$ cat config.mk
export PLATFORM = sky130hd
export DESIGN_NAME = dds_hop_scheduler
export DESIGN_NICKNAME = d
export VERILOG_FILES = /design/src/rtl/dds_pkg.sv /design/src/rtl/dds_tw_table.sv /design/src/rtl/dds_hop_scheduler.sv
export SDC_FILE = /design/constraint.sdc
export NUM_CORES = 1
export LEC_CHECK = 0
export CAP_MARGIN = 20
export CORE_MARGIN = 2
export CORE_UTILIZATION = 50
export DETAILED_ROUTE_END_ITERATION = 10
export GPL_TIMING_DRIVEN = 0
export PLACE_DENSITY = 0.71
export SLEW_MARGIN = 20
export SYNTH_ARGS = -nofsm -noshare
export SYNTH_HDL_FRONTEND = slang
export SYNTH_HIERARCHICAL = 1
export SYNTH_SLANG_ARGS = --single-unit
$ cat constraint.sdc
create_clock -name clk -period 5.3 [get_ports clk]
set_clock_uncertainty 0.05 [all_clocks]
set_input_delay 0.795 -clock clk [delete_from_list [all_inputs] [get_ports clk]]
set_output_delay 0.795 -clock clk [all_outputs]
set_load 0.02 [all_outputs]
$ cat src/rtl/dds_pkg.sv
// Shared types and constants for the AD9850 hop scheduler and serial loader.
// Both sides of the loader handshake import this package.
package dds_pkg;

  localparam int TW_WIDTH = 32;

  localparam logic [7:0] AD9850_CTRL = 8'h00;

  // AD9850 reference clock; tw = f_out * 2^32 / REF_CLK_HZ
  localparam longint REF_CLK_HZ = 125_000_000;

  typedef enum logic [1:0] {
    IDLE,
    ISSUE,
    WAIT_DONE,
    DWELL
  } sched_state_t;

endpackage

$ cat src/rtl/dds_tw_table.sv
// Tuning-word register file for the hop scheduler.
// One write port and one registered read port that returns pre-write data.
module dds_tw_table #(
  parameter int NUM_SLOTS = 4,
  parameter int TW_WIDTH = dds_pkg::TW_WIDTH,
  localparam int AW = $clog2(NUM_SLOTS)
) (
  input  logic                clk,
  input  logic                reset_n,
  input  logic                i_we,
  input  logic [AW-1:0]       i_waddr,
  input  logic [TW_WIDTH-1:0] i_wdata,
  input  logic                i_rd_en,
  input  logic [AW-1:0]       i_raddr,
  output logic [TW_WIDTH-1:0] o_rdata
);

  logic [TW_WIDTH-1:0] r_mem [NUM_SLOTS];
  logic [TW_WIDTH-1:0] r_rdata;

  always_ff @(posedge clk) begin
    if (!reset_n) begin
      for (int i = 0; i < NUM_SLOTS; i++) begin
        r_mem[i] <= '0;
      end
      r_rdata <= '0;
    end else begin
      if (i_we) begin
        r_mem[i_waddr] <= i_wdata;
      end
      if (i_rd_en) begin
        r_rdata <= r_mem[i_raddr];
      end
    end
  end

  assign o_rdata = r_rdata;

endmodule

$ cat src/rtl/dds_hop_scheduler.sv
// Steps the AD9850 loader through a tuning-word table with a dwell time,
// and slots one-shot manual loads in ahead of pending hops.
module dds_hop_scheduler #(
  parameter int NUM_SLOTS = 4,
  parameter int TW_WIDTH = dds_pkg::TW_WIDTH,
  parameter int DWELL_WIDTH = 24,
  localparam int AW = $clog2(NUM_SLOTS),
  localparam int NW = AW + 1
) (
  input  logic                   clk,
  input  logic                   reset_n,
  input  logic                   cfg_we,
  input  logic [AW-1:0]          cfg_addr,
  input  logic [TW_WIDTH-1:0]    cfg_tw,
  input  logic                   enable,
  input  logic [NW-1:0]          num_active,
  input  logic [DWELL_WIDTH-1:0] dwell_cycles,
  input  logic                   manual_req,
  input  logic [TW_WIDTH-1:0]    manual_tw,
  output logic                   manual_ack,
  output logic                   ld_valid,
  output logic [TW_WIDTH-1:0]    ld_tw,
  input  logic                   ld_ready,
  input  logic                   ld_done,
  output logic [AW-1:0]          cur_slot,
  output logic                   busy
);

  import dds_pkg::*;

  sched_state_t r_state;
  sched_state_t w_nxt_state;

  logic [AW-1:0] r_ptr;
  logic [AW-1:0] w_nxt_ptr;
  logic [AW-1:0] w_last;
  logic [AW-1:0] w_ptr_inc;
  logic [AW-1:0] w_hop_ptr;
  logic [AW-1:0] w_rd_addr;
  logic [AW-1:0] r_cur_slot;

  logic [DWELL_WIDTH-1:0] r_cnt;
  logic [DWELL_WIDTH-1:0] w_nxt_cnt;
  logic [DWELL_WIDTH-1:0] w_dwell_last;

  logic r_man;
  logic w_nxt_man;
  logic r_pend;
  logic w_nxt_pend;
  logic r_en_d;
  logic w_rise;
  logic r_ld_valid;
  logic r_busy;
  logic r_ack;
  logic w_ack;
  logic w_upd_slot;
  logic w_man_ld;
  logic w_rd_en;

  logic [TW_WIDTH-1:0] r_man_tw;
  logic [TW_WIDTH-1:0] w_tbl_rd;

  dds_tw_table #(
    .NUM_SLOTS(NUM_SLOTS),
    .TW_WIDTH (TW_WIDTH)
  ) u_table (
    .clk    (clk),
    .reset_n(reset_n),
    .i_we   (cfg_we),
    .i_waddr(cfg_addr),
    .i_wdata(cfg_tw),
    .i_rd_en(w_rd_en),
    .i_raddr(w_rd_addr),
    .o_rdata(w_tbl_rd)
  );

  always_comb begin
    if (num_active == '0) begin
      w_last = '0;
    end else if (num_active > NW'(NUM_SLOTS)) begin
      w_last = AW'(NUM_SLOTS - 1);
    end else begin
      w_last = AW'(num_active - 1'b1);
    end
  end

  assign w_dwell_last = (dwell_cycles == '0) ? '0
                      : dwell_cycles - 1'b1;
  assign w_ptr_inc = (r_ptr >= w_last) ? '0
                   : r_ptr + 1'b1;
  // a hop deferred behind a manual load restarts at slot 0
  assign w_hop_ptr = r_pend ? '0 : w_ptr_inc;
  assign w_rise = enable & ~r_en_d;

  always_comb begin
    w_nxt_state = r_state;
    w_nxt_ptr   = r_ptr;
    w_nxt_cnt   = r_cnt;
    w_nxt_man   = r_man;
    w_nxt_pend  = r_pend;
    w_rd_en     = 1'b0;
    w_rd_addr   = r_ptr;
    w_man_ld    = 1'b0;
    w_ack       = 1'b0;
    w_upd_slot  = 1'b0;
    unique case (r_state)
      IDLE: begin
        if (manual_req) begin
          w_nxt_state = ISSUE;
          w_nxt_man   = 1'b1;
          w_man_ld    = 1'b1;
          w_nxt_pend  = w_rise;
        end else if (w_rise) begin
          w_nxt_state = ISSUE;
          w_nxt_man   = 1'b0;
          w_nxt_ptr   = '0;
          w_nxt_pend  = 1'b0;
          w_rd_en     = 1'b1;
          w_rd_addr   = '0;
        end
      end
      ISSUE: begin
        if (w_rise) begin
          w_nxt_pend = 1'b1;
        end
        if (ld_ready) begin
          w_nxt_state = WAIT_DONE;
        end
      end
      WAIT_DONE: begin
        if (w_rise) begin
          w_nxt_pend = 1'b1;
        end
        if (ld_done) begin
          w_ack      = r_man;
          w_upd_slot = ~r_man;
          w_nxt_cnt  = '0;
          if (enable) begin
            w_nxt_state = DWELL;
          end else begin
            w_nxt_state = IDLE;
            w_nxt_pend  = 1'b0;
          end
        end
      end
      DWELL: begin
        w_nxt_cnt = r_cnt + 1'b1;
        if (manual_req) begin
          w_nxt_state = ISSUE;
          w_nxt_man   = 1'b1;
          w_man_ld    = 1'b1;
          w_nxt_cnt   = '0;
        end else if (!enable) begin
          w_nxt_state = IDLE;
          w_nxt_pend  = 1'b0;
          w_nxt_cnt   = '0;
        end else if (r_cnt >= w_dwell_last) begin
          w_nxt_state = ISSUE;
          w_nxt_man   = 1'b0;
          w_nxt_ptr   = w_hop_ptr;
          w_nxt_pend  = 1'b0;
          w_nxt_cnt   = '0;
          w_rd_en     = 1'b1;
          w_rd_addr   = w_hop_ptr;
        end
      end
      default: begin
        w_nxt_state = IDLE;
      end
    endcase
  end

  always_ff @(posedge clk) begin
    if (!reset_n) begin
      r_state    <= IDLE;
      r_ptr      <= '0;
      r_cnt      <= '0;
      r_man      <= 1'b0;
      r_pend     <= 1'b0;
      r_en_d     <= 1'b0;
      r_ld_valid <= 1'b0;
      r_busy     <= 1'b0;
      r_ack      <= 1'b0;
      r_cur_slot <= '0;
      r_man_tw   <= '0;
    end else begin
      r_state    <= w_nxt_state;
      r_ptr      <= w_nxt_ptr;
      r_cnt      <= w_nxt_cnt;
      r_man      <= w_nxt_man;
      r_pend     <= w_nxt_pend;
      r_en_d     <= enable;
      r_ld_valid <= (w_nxt_state == ISSUE);
      r_busy     <= (w_nxt_state == ISSUE)
                 || (w_nxt_state == WAIT_DONE);
      r_ack      <= w_ack;
      if (w_upd_slot) begin
        r_cur_slot <= r_ptr;
      end
      if (w_man_ld) begin
        r_man_tw <= manual_tw;
      end
    end
  end

  assign ld_valid   = r_ld_valid;
  assign ld_tw      = r_man ? r_man_tw : w_tbl_rd;
  assign manual_ack = r_ack;
  assign cur_slot   = r_cur_slot;
  assign busy       = r_busy;

endmodule
==> impl_metrics.toml <==
[synth]
synth_edf_count = 128
syn_avg_cell_area_sq_um = 10.9
synth_seq_cells = 228
synthDistinctLibCells = 75
synth_top_area_cell = "edfxtp_1"
ys_seq_area_share_pct = 50.3
yosys_warnings = 6
yosysTopAreaCellShare_pct = 33.1
synth-async-reset-ratio_pct = 0
synthTopCellsByCount = "edfxtp_1, nand2_1, and2_1"
ys.flop_type = "edfxtp_1"
synth_area_leaders = "edfxtp_1, dfxtp_1, mux2i_1"
synth_nets = 1198
syn_inst = 1063
synth_area_sq_mm = 0.0116
yosys.cell_count.top_type = "edfxtp_1"

[detailed_routing]
drc = 0
vias = 8986
wl_per_cell_um = 19.8
antenna_left = 0
routed_wl_um = 30800
drt-pass1-iter-count = 6
vias_per_cell = 5.78
first_iter_violations = 660

[timing]
layout_setup_ws_ps = 144
setup_viol = 0
fin_crit_ps = 5160
finalSetupTns_ps = 0
period_share_pct = 97.3
report.final.slew_viol_count = 0
slew-limit-headroom_pct = 36.3
hold_viol_final = 0
fmax_mhz = 194
worst_pin_slew_ps = 955
rsz0062_at_grt = "true"

[clock_tree]
numCtsBuffers = 26
clk_pin_slew_ps = 60
ctsHoldBuffers = 0
insertion_delay_ps = 550
cts.sinks = 228
cts_root_buf = "clkbuf_16"
tritoncts = "yes"
clk_path_buf_depth = 3
htree_levels = 1

[final_layout]
drive_above_1_share_pct = 14.7
area_growth_syn_to_layout_pct = 26.9
num-nets-final = 1385

[global_route]
grt_pass1_vias = 8871
grt-ovfl-total = 0
grt_max_degree = 24
grt_pass1_wl_um = 47700
grt_usage_pct = 25.1
grt_antenna_before_repair = 0

[power_and_ir_drop]
internal_power_mw = 3.45
swShare_pct = 25.1
seqPwrFrac_pct = 44.7
p_leak_nw = 5.49
power.density_mw_per_mm2 = 312
max-vdd-ir-drop_uv = 213
pwr-share-comb_pct = 14.8
clkPwrFrac_pct = 40.4
switchingPower_mw = 1.15

[critical_path]
cpPeakStageDelay_ps = 540
worst_setup_path_end_kind = "flop"
path_cells = "buf_8 -> or4_4 -> or4b_4 -> nor2_4 -> nand4_4 -> or3_4 -> nor3b_2 -> a21oi_2 -> ha_1 -> nand4_1 -> or3_4 -> a2111o_1 -> o211ai_1 -> o221a_2 -> o211ai_1 -> buf_6 -> buf_12 -> buf_16 -> mux2i_1 -> o221ai_1"
path_max_fanout = 5
r2r_cells = 12
crit_arrival_ps = 5530
critPathSlowestCell = "or4b_4"
worst_setup_path_start_kind = "input port"
cp.required_ps = 5670
crit_type = "in2reg"

[floorplan]
die_area_sq_mm = 0.0245
die_w_um = 156
initial_utilization_pct = 51.2
rows = 55
ios = 137
die_h_um = 156
coreArea_sq_mm = 0.0227

[worst_hold_path]
holdPathStages = 2
min-delay-path-class = "reg2reg"

[job]
cap_viol_max_count = 0

[placement]
numPortBuffers = 135
hpwl_um = 21100
post-place-ws_ps = -1430
gp_congestion = 0.836

[status]
status = "finished clean"
## worst max-delay path: cells and delay by family
family	cells	cell delay, ps
AO/OA/AOI/OAI	6	1320
adder cells (fa/ha/maj)	1	290
buffers and inverters	4	570
multiplexers	1	140
AND/OR/NAND/NOR	8	2400
## placed cells by master, fill, tap and decap left out, types with 5 or more instances in the layout
cell,count
nand2_1,114
nand3_1,21
buf_6,16
buf_2,5
xor2_1,16
nor3_1,15
nor4_1,10
mux2_2,33
nor2_1,31
dfxtp_1,100
o221ai_1,20
a21oi_1,52
inv_1,21
mux2i_1,57
nand3b_1,33
and2_1,105
clkbuf_1,35
o21ai_1,20
buf_4,23
mux2i_2,8
clkdlybuf4s50_1,131
clkbuf_16,26
nand4_1,11
and3_1,41
o221ai_2,12
and4_1,5
nand2b_1,5
xnor2_1,6
o21ai_0,17
ha_1,35
buf_12,9
edfxtp_1,128
clkbuf_8,6
buf_16,6
## final cells by class
cell class                      count  area, sq um
Fill cell                        1776         7970
Sequential cell                   228         5850
Multi-Input combinational cell    747         5370
Timing Repair Buffer              160         1700
Clock buffer                       37          752
Buffer                             65          485
Tap cell                          285          357
Clock inverter                     10          156
Inverter                           22         82.6
Antenna cell                        1         2.50
## logic make-up after synthesis
group,count (synthesis),share of synthesized area [%]
compound gates,159,9.52
xor+xnor,22,1.66
fa+ha+maj,36,3.86
buf+inv,88,4.72
flops,228,50.3
mux,99,8.88
simple gates,431,21.1
## routing by layer
metal | vias up | part of all wire [%] | GRT usage (%)
li1 | 4285 | - | -
met4 | 0 | 2.9 | 8.48
met3 | 59 | 6.2 | 3.52
met2 | 315 | 50 | 44.1
met5 | - | 0 | 0
met1 | 4327 | 41 | 31.8
## path summary, 6_finish.rpt
kind | endpoint | slack (ps) | start
worst max-delay path | u_table/o_rdata[9]$_SDFFE_PN0P_ | 140 | dwell_cycles[4]
worst min-delay path | r_man_tw[11]$_SDFFE_PN0P_ | 410 | r_man_tw[11]$_SDFFE_PN0P_
worst max register to register | u_table/o_rdata[26]$_SDFFE_PN0P_ | 1830 | r_cnt[0]$_SDFFE_PN0P_
worst min register to register | r_man_tw[11]$_SDFFE_PN0P_ | 410 | r_man_tw[11]$_SDFFE_PN0P_
## repair_timing
item | 4_1_cts | 5_1_grt
gates resized for setup | 52 | 9
endpoints found under the setup margin | 34 | 33
pin swaps | 27 | 12
gates cloned | 3 | 0
setup buffers | 14 | 3
## registers in the layout, summed over array words and instances, names as in the netlist, 2 cells and up
signal / cells
cur_slot: 2
r_cnt: 24
r_man_tw: 32
r_ptr: 2
r_state: 2
u_table/o_rdata: 32
u_table/r_mem: 128
## stage by stage
stage	cell area, sq um	utilization, %	power, mW	hold slack, ps	instances
floorplan	11600	-	2.44	383	1063
global placement	13300	58.7	2.73	388	1483
detailed placement	13500	59.4	2.75	397	1488
CTS	14700	64.7	4.62	405	1551
global route	14700	64.9	4.76	425	1554
finish	14700	64.9	4.60	405	1555
## power groups by stage
stage | Combinational [mW] | Sequential [mW] | Clock [mW]
final | 0.683 | 2.06 | 1.86
after global placement | 0.639 | 2.09 | 0
after detailed placement | 0.662 | 2.09 | 0
after global routing | 0.736 | 2.07 | 1.96
after CTS | 0.683 | 2.06 | 1.88
after floorplan | 0.359 | 2.08 | 0
Note: power is estimated with default switching activity, not from simulation.
==> patch 1, RTL diff (same flow settings) <==
Register the inputs `cfg_we`, `cfg_addr` and `cfg_tw` before use, with the module's reset. The logic sees them one clock later. The other inputs are not delayed to match.
--- a/src/rtl/dds_hop_scheduler.sv
+++ b/src/rtl/dds_hop_scheduler.sv
@@ -29,4 +29,20 @@
   import dds_pkg::*;
 
+  logic cfg_we_q;
+  logic [AW-1:0] cfg_addr_q;
+  logic [TW_WIDTH-1:0] cfg_tw_q;
+
+  always_ff @(posedge clk) begin
+    if (!reset_n) begin
+      cfg_we_q   <= '0;
+      cfg_addr_q <= '0;
+      cfg_tw_q   <= '0;
+    end else begin
+      cfg_we_q   <= cfg_we;
+      cfg_addr_q <= cfg_addr;
+      cfg_tw_q   <= cfg_tw;
+    end
+  end
+
   sched_state_t r_state;
   sched_state_t w_nxt_state;
@@ -67,7 +83,7 @@
     .clk    (clk),
     .reset_n(reset_n),
-    .i_we   (cfg_we),
-    .i_waddr(cfg_addr),
-    .i_wdata(cfg_tw),
+    .i_we   (cfg_we_q),
+    .i_waddr(cfg_addr_q),
+    .i_wdata(cfg_tw_q),
     .i_rd_en(w_rd_en),
     .i_raddr(w_rd_addr),
Check against the original RTL: not equivalent (Yosys sat finds a counterexample within 4 cycles, from zero or initial values and one cycle with reset_n low).
==> patch 1 against the unedited design <==
- count of clock-buffer cells in the layout shrank 4
- sequential cell count grew 35
- global-route usage shrank 1.0 points
- setup slack gained 0.024 ns
- design area grew 7.3%
- synthesized area grew 8.2%
- die area grew 8.0%
- critical endpoint is now u_table/o_rdata[3]
- wire length grew 5.8%
- utilization shrank 1.5 points
- total power grew 2.0%
==> patch 1: results (changes against the unedited design) <==
Status = finished, final reports clean
WL final = 32,600 um (+5.8%)
Largest cells by area after synthesis = edfxtp_1 (31%), dfxtp_1 (22%), and2_1 (7.0%)
Filler Cell Count = 2,012 (+13%)
Met1 WL = 13,700 um (+8.7%)
Slowest-stage cell, CP = or4_4
Yosys cell types = 68 (-9.3%)
Total number of vias = 9,374 (+4.3%)
DR iter-0 viols = 860 (+30%)
Num CTS Buffers = 27 (+3.8%)
Drt pass-1 iters = 5 (-1)
Post-synth top flop = dfxtp_1
Place WS = -0.913 ns (+0.521 ns)
WL met3 = 2040 um (+7.4%)
Layout Nets = 1,468 (+6.0%)
CP Data Arrival Time = 5.49 ns (-0.04 ns)
Final Wtd Congestion = 0.879 (+5.1%)
Detailed placement HPWL = 21,800 um (+3.5%)
Met2 wire length = 16,000 um (+3.8%)
Largest net degree at the start of global routing = 25 (+4.2%)
Seq/Total Area, Yosys = 52.1% (+1.8 points)
Slowest stage delay, CP = 0.56 ns (+0.02 ns)
Pleak = 5.86 nW (+6.6%)
Compound-Gate Fraction of Synth Area = 8.47% (-1.0 points)
Switching Share = 23.6% (-1.5 points)
Post-Syn Nets = 1,279 (+6.8%)
Worst VDD drop = 242 uV (+14%)
Post-route design area = 15,800 um^2 (+7.3%)
CP max FO = 7 (+2)
## patch 1: changes by cell type after synthesis, sizes merged, moves of 5 or more
cell	before	now
nand4	12	20
and2	105	141
o311ai	1	10
nor2	33	27
a31oi	4	10
nand2	115	145
or2	1	6
o21ai	39	27
dfxtp	100	135
## patch 1: path summary, 6_finish.rpt
path	slack [ns]	depth (start not counted)	startpoint	to
max reg2reg	2.10	13	r_cnt[21]	u_table/o_rdata[3]
min reg2reg	0.40	2	r_man_tw[8]	r_man_tw[8]
max	0.17	21	dwell_cycles[9]	u_table/o_rdata[3]
min	0.40	2	r_man_tw[8]	r_man_tw[8]
## patch 1: metal layers
layer | vias up | GRT usage (%)
li1 | 4506 | -
met1 | 4469 | 31.9
met2 | 339 | 41.4
met3 | 60 | 3.13
met4 | 0 | 7.32
met5 | - | 0
## patch 1: area by class of cell
type / count / area share, %
antenna: 1 / 0.0158
buffer: 70 / 3.27
clock buffer: 33 / 4.48
clock inverter: 16 / 1.15
inverter: 19 / 0.451
multi-input combinational: 791 / 35.6
sequential: 263 / 41.4
tap: 330 / 2.61
timing repair buffer: 161 / 11.1
## patch 1: worst max-delay path: cells and delay by family
family	cells	cell delay, ns
AO/OA/AOI/OAI	2	0.26
multiplexers	1	0.22
XOR/XNOR	1	0.18
AND/OR/NAND/NOR	11	2.63
buffers and inverters	5	1.07
adder cells (fa/ha/maj)	1	0.30
## patch 1: cells by family after synthesis
kind of cell	Yosys count
compound gates	149
xor+xnor	21
fa+ha+maj	36
buf+inv	90
flops	263
mux	98
simple gates	487
## patch 1: repair_timing
item,in CTS,in global routing
resized for setup,5,36
buffers inserted,2,12
pin swaps,1,10
setup endpoints to repair,32,32
endpoints found under the hold margin,0,0
gates cloned,0,8
## patch 1: through the flow
| step | total power, mW | hold slack, ns | cells | setup TNS, ns |
|---|---|---|---|---|
| 2_1_floorplan | 2.56 | 0.383 | 1144 | 0 |
| 3_5_place_dp | 2.80 | 0.398 | 1613 | -28.12 |
| 4_1_cts | 4.70 | 0.405 | 1664 | 0 |
| 6_report | 4.69 | 0.404 | 1684 | 0 |
| 3_3_place_gp | 2.78 | 0.388 | 1609 | -29.01 |
| 5_1_grt | 4.86 | 0.415 | 1684 | -0.475 |
## patch 1: power groups by stage
| stage | logic (mW) | clock network, mW | registers, mW |
|---|---|---|---|
| finish | 0.493 | 1.93 | 2.27 |
| global route | 0.536 | 2.04 | 2.28 |
| CTS | 0.487 | 1.95 | 2.27 |
| detailed placement | 0.482 | 0 | 2.31 |
| global placement | 0.465 | 0 | 2.31 |
| floorplan | 0.251 | 0 | 2.30 |
==> patch 2, RTL diff (same settings) <==
Without the edit above. `NUM_SLOTS` is set to 4 in 2 places; all go to 2.
--- a/src/rtl/dds_tw_table.sv
+++ b/src/rtl/dds_tw_table.sv
@@ -2,5 +2,5 @@
 // One write port and one registered read port that returns pre-write data.
 module dds_tw_table #(
-  parameter int NUM_SLOTS = 4,
+  parameter int NUM_SLOTS = 2,
   parameter int TW_WIDTH = dds_pkg::TW_WIDTH,
   localparam int AW = $clog2(NUM_SLOTS)
--- a/src/rtl/dds_hop_scheduler.sv
+++ b/src/rtl/dds_hop_scheduler.sv
@@ -2,5 +2,5 @@
 // and slots one-shot manual loads in ahead of pending hops.
 module dds_hop_scheduler #(
-  parameter int NUM_SLOTS = 4,
+  parameter int NUM_SLOTS = 2,
   parameter int TW_WIDTH = dds_pkg::TW_WIDTH,
   parameter int DWELL_WIDTH = 24,
Interface: changed (resized cfg_addr, cur_slot and num_active); port bits go from 137 to 134. The function was not compared with the original's and may differ.
==> patch 2 against the unedited design <==
- design area down 28%
- register-to-register slack improved by 0.45 ns
- sequential cell count decreased by 66
- setup slack improved by 0.11 ns
- total power shrank 31%
- synthesized area is 29% lower
- combinational power decreased by 29%
- sequential power decreased by 31%
- via count decreased by 25%
- wire length decreased by 37%
- non-clock buffer count is 41 lower
- critical path type unchanged
- largest power group unchanged
==> patch 2: results (changes against the unedited design) <==
Status = finished, final reports clean
Mapped Avg Cell Area = 9.64 um^2 (-12%)
Port bufs = 132 (-2.2%)
Internal = 2.34 mW (-32%)
CTS H-Tree Depth = 4 (+3)
Worst hold start = r_man_tw[2]
GRT Total Usage = 22.2% (-2.9 points)
Largest cells by area after synthesis = dfxtp_1 (24%), edfxtp_1 (23%), nand2_1 (6.3%)
Antenna cells = 0 (-1)
DR iter-0 viols = 495 (-25%)
Slowest stage delay, CP = 0.58 ns (+0.04 ns)
Post-synth top flop = dfxtp_1
FF-to-FF End = u_table/o_rdata[25]
Final Hold Slack = 0.418 ns (+0.0131 ns)
Largest net degree at the start of global routing = 33 (+38%)
Hold EP = r_man_tw[2]
Yosys cell types = 59 (-21%)
Post-Syn Nets = 987 (-18%)
Worst VDD drop = 243 uV (+14%)
Pleak = 3.98 nW (-28%)
Seq/Total Area, Yosys = 47.0% (-3.3 points)
Routed WL per cell = 15.7 um (-21%)
Detailed placement HPWL = 14,400 um (-32%)
Slowest-stage cell, CP = or4_4
Core Rows = 47 (-15%)
Place WS = -0.541 ns (+0.893 ns)
Cell Count, Final, Fillers Out = 1,244 (-20%)
Largest register FFs = 64 (-50%)
CP max FO = 10 (+5)
Global-route wire length before repair = 31,100 um (-35%)
Vias in the first global route = 6,247 (-30%)
FF-to-FF path depth = 13 (+1)
Drt pass-1 iters = 7 (+1)
Num CTS Buffers = 17 (-35%)
Rel. slew slack = 48.9% (+13 points)
Initial antenna violation count = 0 (unchanged)
Vias per inst = 5.41 (-6.3%)
Skew-Pair Late Insertion Delay = 0.42 ns (-0.13 ns)
CP Data Arrival Time = 5.30 ns (-0.23 ns)
Layout Nets = 1,141 (-18%)
Clock buffer depth = 2 (-1)
Final Wtd Congestion = 0.816 (-2.3%)
Layout cells sized above 1 = 10.4% (-4.3 points)
Synth cell count leaders = nand2_1 (138), dfxtp_1 (98), and2_1 (70)
EDFF count, synth = 64 (-50%)
## patch 2: final cells by class
cell class | count | area [um^2]
plain buffers | 49 | 264
clock buffers | 17 | 425
clock inverters | 15 | 186
fillers | 1423 | 5720
inverters | 16 | 60.1
multi-input cells | 630 | 4170
flip-flops and latches | 162 | 3880
well taps | 220 | 275
repair buffers | 135 | 1360
## patch 2: metrics by stage
| step | area [um^2] | total power, mW |
|---|---|---|
| 3_5_place_dp | 9900 | 1.93 |
| 3_3_place_gp | 9860 | 1.92 |
| 2_1_floorplan | 8260 | 1.70 |
| 4_1_cts | 10500 | 3.19 |
| 5_1_grt | 10600 | 3.30 |
| 6_report | 10600 | 3.17 |
## patch 2: worst max-delay path by stage
stage                     slack (ns)             from             endpoint  cells after the start
after floorplan                 0.54  dwell_cycles[7]   u_table/o_rdata[0]                     19
after global placement         -0.48  dwell_cycles[5]  u_table/o_rdata[25]                     20
after detailed placement       -0.54  dwell_cycles[5]   u_table/o_rdata[4]                     20
after CTS                       0.03  dwell_cycles[5]   u_table/o_rdata[0]                     20
after global routing           0.006  dwell_cycles[2]  u_table/o_rdata[19]                     20
final                           0.25  dwell_cycles[7]  u_table/o_rdata[25]                     20
## patch 2: cells by family after synthesis
family,after synthesis,synth area share [%]
simple gates,338,20.5
buf+inv,65,3.83
flops,162,47.0
compound gates,176,13.4
mux,66,8.48
fa+ha+maj,32,4.84
xor+xnor,18,1.91
## patch 2: tightest hold or removal path: cells and delay by family (launching register included)
| family | cells | cell delay, ns |
|---|---|---|
| AND/OR/NAND/NOR | 1 | 0.05 |
| AO/OA/AOI/OAI | 1 | 0.07 |
| flip-flops | 1 | 0.31 |
## patch 2: repair_timing
action                     in CTS  in global routing
resized for setup               5                 18
buffers inserted                0                  2
pin swaps                       0                  5
setup endpoints to repair      26                 36
## patch 2: metal layers
metal / part of all wire [%] / GRT usage, % / vias up
met5: 0 / 0 / -
met4: 1.1 / 5.56 / 0
met3: 4.1 / 4.25 / 22
met2: 50 / 38.2 / 154
met1: 45 / 29.0 / 3182
li1: - / - / 3375
## patch 2: power by group through the flow
stage               combinational [mW]  clock [mW]  sequential [mW]
CTS                              0.480        1.28             1.42
finish                           0.483        1.26             1.43
floorplan                        0.260           0             1.44
global placement                 0.468           0             1.45
detailed placement               0.477           0             1.45
global route                     0.524        1.33             1.44
